<file path="config.mk">
export PLATFORM = sky130hd
export DESIGN_NAME = map_access_arbiter
export DESIGN_NICKNAME = d
export VERILOG_FILES = /design/src/rtl/map_access_arbiter.sv
export SDC_FILE = /design/constraint.sdc
export NUM_CORES = 1
export LEC_CHECK = 0
export BUFFER_PORTS_ARGS = -buffer_cell sky130_fd_sc_hd__buf_2
export CAP_MARGIN = 20
export CORE_MARGIN = 4
export CORE_UTILIZATION = 45
export CTS_CLUSTER_DIAMETER = 60
export DETAILED_ROUTE_END_ITERATION = 12
export PLACE_DENSITY = 0.7
export SETUP_SLACK_MARGIN = 0.1
export SYNTH_ARGS = -nofsm -noshare
export SYNTH_HDL_FRONTEND = slang
export SYNTH_SLANG_ARGS = --single-unit
export TNS_END_PERCENT = 1
</file>
<file path="constraint.sdc">
create_clock -name clk -period 9.5 [get_ports clk]
set_input_delay 0.475 -clock clk [delete_from_list [all_inputs] [get_ports clk]]
set_output_delay 0.475 -clock clk [all_outputs]
set_load 0.005 [all_outputs]
</file>
<file path="src/rtl/map_access_arbiter.sv">
// map_access_arbiter: round-robin arbiter sharing the map-wall ROM between the player and boss movers (optional `MAP_OOB_CHECK_EN bounds check).
module map_access_arbiter #(
  parameter int ORG_X = 60,
  parameter int ORG_Y = 30,
  parameter int CELL  = 5,
  parameter int SPAN  = 10,
  parameter int MAP_W = 40,
  parameter int MAP_H = 40
) (
  input  logic       clk,
  input  logic       rst,
  input  logic       p_req,
  input  logic [1:0] p_dir,
  input  logic [8:0] p_x,
  input  logic [8:0] p_y,
  input  logic       b_req,
  input  logic [1:0] b_dir,
  input  logic [8:0] b_x,
  input  logic [8:0] b_y,
  output logic [5:0] map_row,
  output logic [5:0] map_col,
  input  logic       map_bit,
  output logic       p_done,
  output logic       b_done,
  output logic       mv_ok,
  output logic [8:0] new_x,
  output logic [8:0] new_y,
  output logic       busy
);
`ifdef MAP_OOB_CHECK_EN
  localparam bit OOB_EN = 1'b1;
`else
  localparam bit OOB_EN = 1'b0;
`endif
  typedef enum logic [2:0] {IDLE, RD0, RD1, RD2, RESP} state_t;
  state_t state, nxt;
  logic ptr, sel, w0, grant_b, oob;
  logic [1:0] sdir;
  logic [8:0] sx, sy, nx, ny, cur_x, cur_y, cx, cy, dx, dy, dx1, dy1;
  logic [5:0] row_q, col_q, row0, col0, row1, col1;
  assign grant_b = b_req & (~p_req | ptr);
  assign sx = grant_b ? b_x : p_x;
  assign sy = grant_b ? b_y : p_y;
  assign sdir = grant_b ? b_dir : p_dir;
  assign nx = sdir == 2'd1 ? sx - 9'd1 : sdir == 2'd3 ? sx + 9'd1 : sx;
  assign ny = sdir == 2'd0 ? sy - 9'd1 : sdir == 2'd2 ? sy + 9'd1 : sy;
  assign dx = cx - 9'(ORG_X);
  assign dy = cy - 9'(ORG_Y);
  assign dx1 = dx + 9'(SPAN);
  assign dy1 = dy + 9'(SPAN);
  assign row0 = 6'(dy / 9'(CELL));
  assign col0 = 6'(dx / 9'(CELL));
  assign row1 = 6'(dy1 / 9'(CELL));
  assign col1 = 6'(dx1 / 9'(CELL));
  // widened to 10 bits so the far-edge test does not wrap near x/y = 511
  assign oob = OOB_EN & (({1'b0, cx} < 10'(ORG_X)) | ({1'b0, cy} < 10'(ORG_Y)) |
               ({1'b0, cx} + 10'(SPAN) >= 10'(ORG_X + CELL * MAP_W)) |
               ({1'b0, cy} + 10'(SPAN) >= 10'(ORG_Y + CELL * MAP_H)));
  always_ff @(posedge clk or posedge rst)
    if (rst) state <= IDLE;
    else state <= nxt;
  always_comb begin
    nxt = state;
    case (state)
      IDLE: nxt = (p_req | b_req) ? RD0 : IDLE;
      RD0:  nxt = oob ? RESP : RD1;
      RD1:  nxt = RD2;
      RD2:  nxt = RESP;
      default: nxt = IDLE;
    endcase
  end
  always_comb begin
    busy = state != IDLE;
    p_done = state == RESP & ~sel;
    b_done = state == RESP & sel;
    map_row = state == RD0 ? row0 : state == RD1 ? row1 : row_q;
    map_col = state == RD0 ? col0 : state == RD1 ? col1 : col_q;
  end
  always_ff @(posedge clk or posedge rst) begin
    if (rst) begin
      ptr <= 1'b0;
      sel <= 1'b0;
      w0 <= 1'b0;
      cur_x <= '0;
      cur_y <= '0;
      cx <= '0;
      cy <= '0;
      row_q <= '0;
      col_q <= '0;
      mv_ok <= 1'b0;
      new_x <= '0;
      new_y <= '0;
    end else begin
      case (state)
        IDLE: if (p_req | b_req) begin
          sel <= grant_b;
          cur_x <= sx;
          cur_y <= sy;
          cx <= nx;
          cy <= ny;
        end
        RD0: begin
          row_q <= row0;
          col_q <= col0;
          if (oob) begin
            mv_ok <= 1'b0;
            new_x <= cur_x;
            new_y <= cur_y;
          end
        end
        RD1: begin
          row_q <= row1;
          col_q <= col1;
          w0 <= map_bit;
        end
        RD2: begin
          mv_ok <= ~(w0 | map_bit);
          new_x <= (w0 | map_bit) ? cur_x : cx;
          new_y <= (w0 | map_bit) ? cur_y : cy;
        end
        RESP: ptr <= ~sel;
        default: ;
      endcase
    end
  end
endmodule

</file>
# Word level (Yosys, flattened, before mapping)
# Index checks and enable logic that the tools add are counted.
# classes
n_addsub,8
div_mod_pow,4
eq_ne,7
muxes,17
bitwise_logic,9
reduce_logical,5
# op_table
operator,n
$mux W9,8
$div A9 B3 Y9 const B,4
$mux W6,4
$pmux W6 S2,2
$add A9 B1 Y9 const B,2
$add A9 B4 Y9 const B,2
$sub A9 B1 Y9 const B,2
$pmux W3 S4,1
$sub A9 B5 Y9 const B,1
$sub A9 B6 Y9 const B,1
$eq A3 B2 Y1 const B,2
$eq A2 B2 Y1 const B,2
$and A1 B1 Y1,3
$eq A3 B1 Y1 const B,1
$eq A3 B3 Y1 const B,1
$logic_not A3 Y1,1
$not A1 Y1,3
$or A1 B1 Y1,3
$reduce_bool A3 Y1,1
$eq A2 B1 Y1 const B,1
$logic_not A2 Y1,1
$mux W2,1
$reduce_and A2 Y1,1
$reduce_bool A2 Y1,1
$mux W1,1
# word_totals
reg_bits,73
input_bits,45
out_inout_bits,34
wordCells,63

# Depth between registers and ports, before layout
# depth
word_depth,7
mapped_depth,28
mapped_depth_nobuf,26

# Least setup slack after synthesis
# No wires, ideal clock.
# synth_timing
path_type,register -> output
start,reg cx[2]
end,out map_col[0]
arrival_time_ps,6009
t_required_ps,9025
slack_ps,3016
path_stages_with_launch,27
path_buffers,3
path_cell_list,dfrtp_1 > clkbuf_1 > inv_1 > ha_1 > clkbuf_1 > a21oi_1 > nor2_1 > nand2_1 > a311oi_1 > a31oi_1 > or4_1 > and2_1 > o21bai_1 > a221oi_1 > a211o_2 > and2_4 > buf_4 > nor2_1 > o22ai_1 > ha_1 > inv_1 > nor4_1 > a21oi_1 > a21o_1 > o31ai_1 > a41oi_1 > or4_1
# synth_via
elab_chain_cells,5
word_cells_on_any_way,6
classes_between,add/sub: 2; div: 2; mux: 2
# synth_rtl
element,line,rtl
"start, declared",39,"logic [8:0] sx, sy, nx, ny, cur_x, cur_y, cx, cy, dx, dy, dx1, dy1;"
"start signal, assigned",99,cx <= nx;
$sub A9 B6 Y9 *,47,assign dx = cx - 9'(ORG_X);
$add A9 B4 Y9,49,assign dx1 = dx + 9'(SPAN);
$div A9 B3 Y9,54,assign col1 = 6'(dx1 / 9'(CELL));
$mux W6,77,map_col = state == RD0 ? col0 : state == RD1 ? col1 : col_q;
$mux W6 *,77,
"end, declared",21,"output logic [5:0] map_col,"
# Mark *: on every way between the ends. The rest lies on a longest branch, timed or not.

# Final worst setup path
# Same ends and word-level chain as after synthesis.

==> results.py <==
metrics = {
    "global_route": {
        "overflow": 0,
        "antenna_found_initial": 0,
        "gr-usage-met2": 0.339,
        "grt_max_degree": 74,
        "grt_first_pass_wirelength_um": 40400,
        "grt_use_total": 0.217,
        "first_global_vias": 8008,
        "grt-busiest-layer": "met2",
        "met1_usage": 0.320,
        "grt_use_met3": 0.0321,
    },
    "floorplanning": {
        "placement_rows": 50,
        "die_x_um": 147,
        "pin_count": 79,
        "fp.dieH_um": 147,
        "start_util": 0.462,
        "coreArea_um2": 18800,
        "die_area_um2": 21600,
    },
    "route": {
        "ant_nets": 0,
        "num_vias": 8754,
        "drc": 0,
        "via_per_inst": 6.09,
        "routed_wl_um": 23900,
        "drt_iter0_drc": 589,
        "first_pass_iters": 6,
        "wl_per_cell_um": 16.6,
    },
    "sta": {
        "fin_crit_ns": 8.20,
        "worst_pin_slew_ns": 0.964,
        "min_period_over_period": 0.864,
        "timing.setup.tns_ns": 0,
        "max_freq_mhz": 122,
        "rsz0062_at_grt": "false",
        "finalSetupViolCount": 0,
        "final_hold_viol_count": 0,
        "finClkSkew_ns": 0.00740,
        "slew_viol_final": 0,
        "relSlewSlack": 0.353,
    },
    "clocking": {
        "root_buffer": "clkbuf_16",
        "hold_buffers": 0,
        "htree_levels": 3,
        "postCtsSetupRepairBufs": 0,
        "clk-insertion-delay-late_ns": 0.34,
        "cts_num_sinks": 73,
        "cts_tree": "done",
        "clockBufferDepth": 2,
        "cts.clk_slew.worst_paths_ns": 0.06,
        "post_cts_resized": 0,
        "cts_made_buffers": 9,
    },
    "worst_setup_path": {
        "timing.rr.start": "cx[2]$_DFFE_PP0P_",
        "startpoint_type": "flop",
        "cp-end-kind": "output port",
        "rr_worst_depth": 25,
        "crit_path_max_fanout": 20,
        "arrival_ns": 7.73,
        "reg2reg_setup_slack_ns": 2.14,
        "required_ns": 9.03,
        "r2r-end": "col_q[0]$_DFFE_PP0P_",
        "crit_type": "flop to output port",
    },
    "synthesis": {
        "synth_seq_cells": 73,
        "yosysTopAreaCell": "dfrtp_1",
        "synth_area_um2": 8700,
        "yosysMostFrequentCell": "nand2_1",
        "synth-edff-count": 0,
        "avgSynthCellArea_um2": 7.61,
        "synth-warning-count": 0,
        "ys.flop_type": "dfrtp_1",
        "yosysUniqueCellTypes": 108,
        "synthesis.nets": 1214,
        "async_reset_ff_frac": 1.00,
        "syn-instance-count": 1143,
        "netlist_top_cells_count": "nand2_1 (139), o21ai_0 (108), nor2_1 (100)",
        "yosysSeqAreaShare": 0.210,
        "yosysTopAreaCellShare": 0.210,
        "yosys-top-cells-area": "dfrtp_1 (21%), mux2i_1 (6.2%), o21ai_0 (6.2%), nand2_1 (6.0%), xnor2_1 (4.8%)",
    },
    "min_path": {
        "min_from": "map_bit",
        "min_path_type": "input pin to flop",
        "whs_path_depth": 3,
        "min_to": "w0$_DFFE_PP0P_",
    },
    "cells_and_area": {
        "area_delta_synth_final_pct": 9.74,
        "layout.nets": 1245,
        "n_fill_cell": 1840,
        "final_area_um2": 9540,
        "drive_above_1_share": 0.142,
        "diodes": 0,
    },
    "run_status": {
        "status": "finished, final reports clean",
    },
    "placed_design": {
        "placed_cell_area_um2": 9200,
        "place.gp.congestion": 0.932,
        "post-dp-hpwl_um": 17800,
        "port_buffers": 78,
    },
    "flow_run": {
        "maxCapViolCount": 0,
    },
}
flip-flops by register name, indices dropped and copies added, names as in the netlist, 6 cells and up:
signal,cells
cur_x,9
cur_y,9
cx,9
cy,9
new_x,9
new_y,9
col_q,6
row_q,6
critical path: stages (launching register included):
cell      delay, ns
dfrtp_1        0.76
ha_1           0.54
nand3_2        0.27
mux2i_1        0.19
a211oi_1       0.46
or2_0          0.41
ha_1           0.24
inv_1          0.07
a31oi_1        0.14
nand3_1        0.13
o21a_1         0.16
o211ai_2       0.42
nor3_1         0.16
a311oi_2       0.49
nor4_2         0.13
nor2_1         0.65
o211ai_4       0.23
xnor2_1        0.30
inv_1          0.10
ha_1           0.19
inv_1          0.08
o31ai_1        0.07
a211oi_1       0.27
a21o_1         0.12
a41oi_1        0.11
or4_1          0.54
buf_2          0.14
layout make-up:
cell class                      instances  area [µm²]  share of cell area
Sequential cell                        73        1830               0.191
Multi-Input combinational cell        965        6440               0.675
Timing Repair Buffer                   88         465              0.0488
Tap cell                              260         325              0.0341
Clock inverter                          6         116              0.0122
Clock buffer                            9         225              0.0236
Inverter                               37         140              0.0147
logic make-up (layout without fill, tap and decap cells):
| family | Yosys count | after routing | share of synthesized area |
|---|---|---|---|
| AOI/OAI and AO/OA | 379 | 379 | 0.309 |
| xor gates and xnor gates | 70 | 70 | 0.0714 |
| adders and majority gates | 30 | 30 | 0.0422 |
| buffers and inverters | 105 | 140 | 0.0509 |
| DFF | 73 | 73 | 0.210 |
| muxes | 67 | 67 | 0.0807 |
| and+or+nand+nor | 419 | 419 | 0.236 |
cells in the final DEF (no fill, tap or decap), types with 33 or more instances in the layout:
cell type / netlist / layout
inv_1: 34 / 33
o21ai_0: 108 / 107
nand2_1: 139 / 139
a21oi_1: 46 / 46
xnor2_1: 48 / 48
mux2i_1: 54 / 54
buf_2: 16 / 78
nor2_1: 100 / 99
nand3_1: 36 / 36
dfrtp_1: 73 / 73
how the worst max path moves through the flow:
stage                           start    endpoint  slack, ns
floorplan           cx[2]$_DFFE_PP0P_  map_col[0]       3.02
finish              cx[2]$_DFFE_PP0P_  map_col[0]       1.30
global placement    cx[2]$_DFFE_PP0P_  map_col[0]       2.04
detailed placement  cx[2]$_DFFE_PP0P_  map_col[0]       1.79
CTS                 cx[2]$_DFFE_PP0P_  map_col[0]       1.40
global route        cx[2]$_DFFE_PP0P_  map_col[0]       0.68
metrics by stage:
step | instances | hold slack (ns) | setup WS, ns | util
final | 1438 | 0.410 | 1.30 | 0.507
after global routing | 1438 | 0.435 | 0.681 | 0.507
after CTS | 1437 | 0.411 | 1.40 | 0.506
after detailed placement | 1422 | 0.470 | 1.79 | 0.488
after global placement | 1422 | 0.461 | 2.04 | 0.488
after floorplan | 1143 | 0.445 | 3.02 | -
metal layers:
| metal | share of wire | vias to the layer above |
|---|---|---|
| met5 | 0 | - |
| met1 | 0.49 | 4111 |
| met2 | 0.44 | 299 |
| li1 | - | 4323 |
| met3 | 0.060 | 21 |
| met4 | 0.010 | 0 |
Power is left out: the tool's default activity adds up to more than one toggle a clock period on the data nets, which glitch-free logic cannot reach.
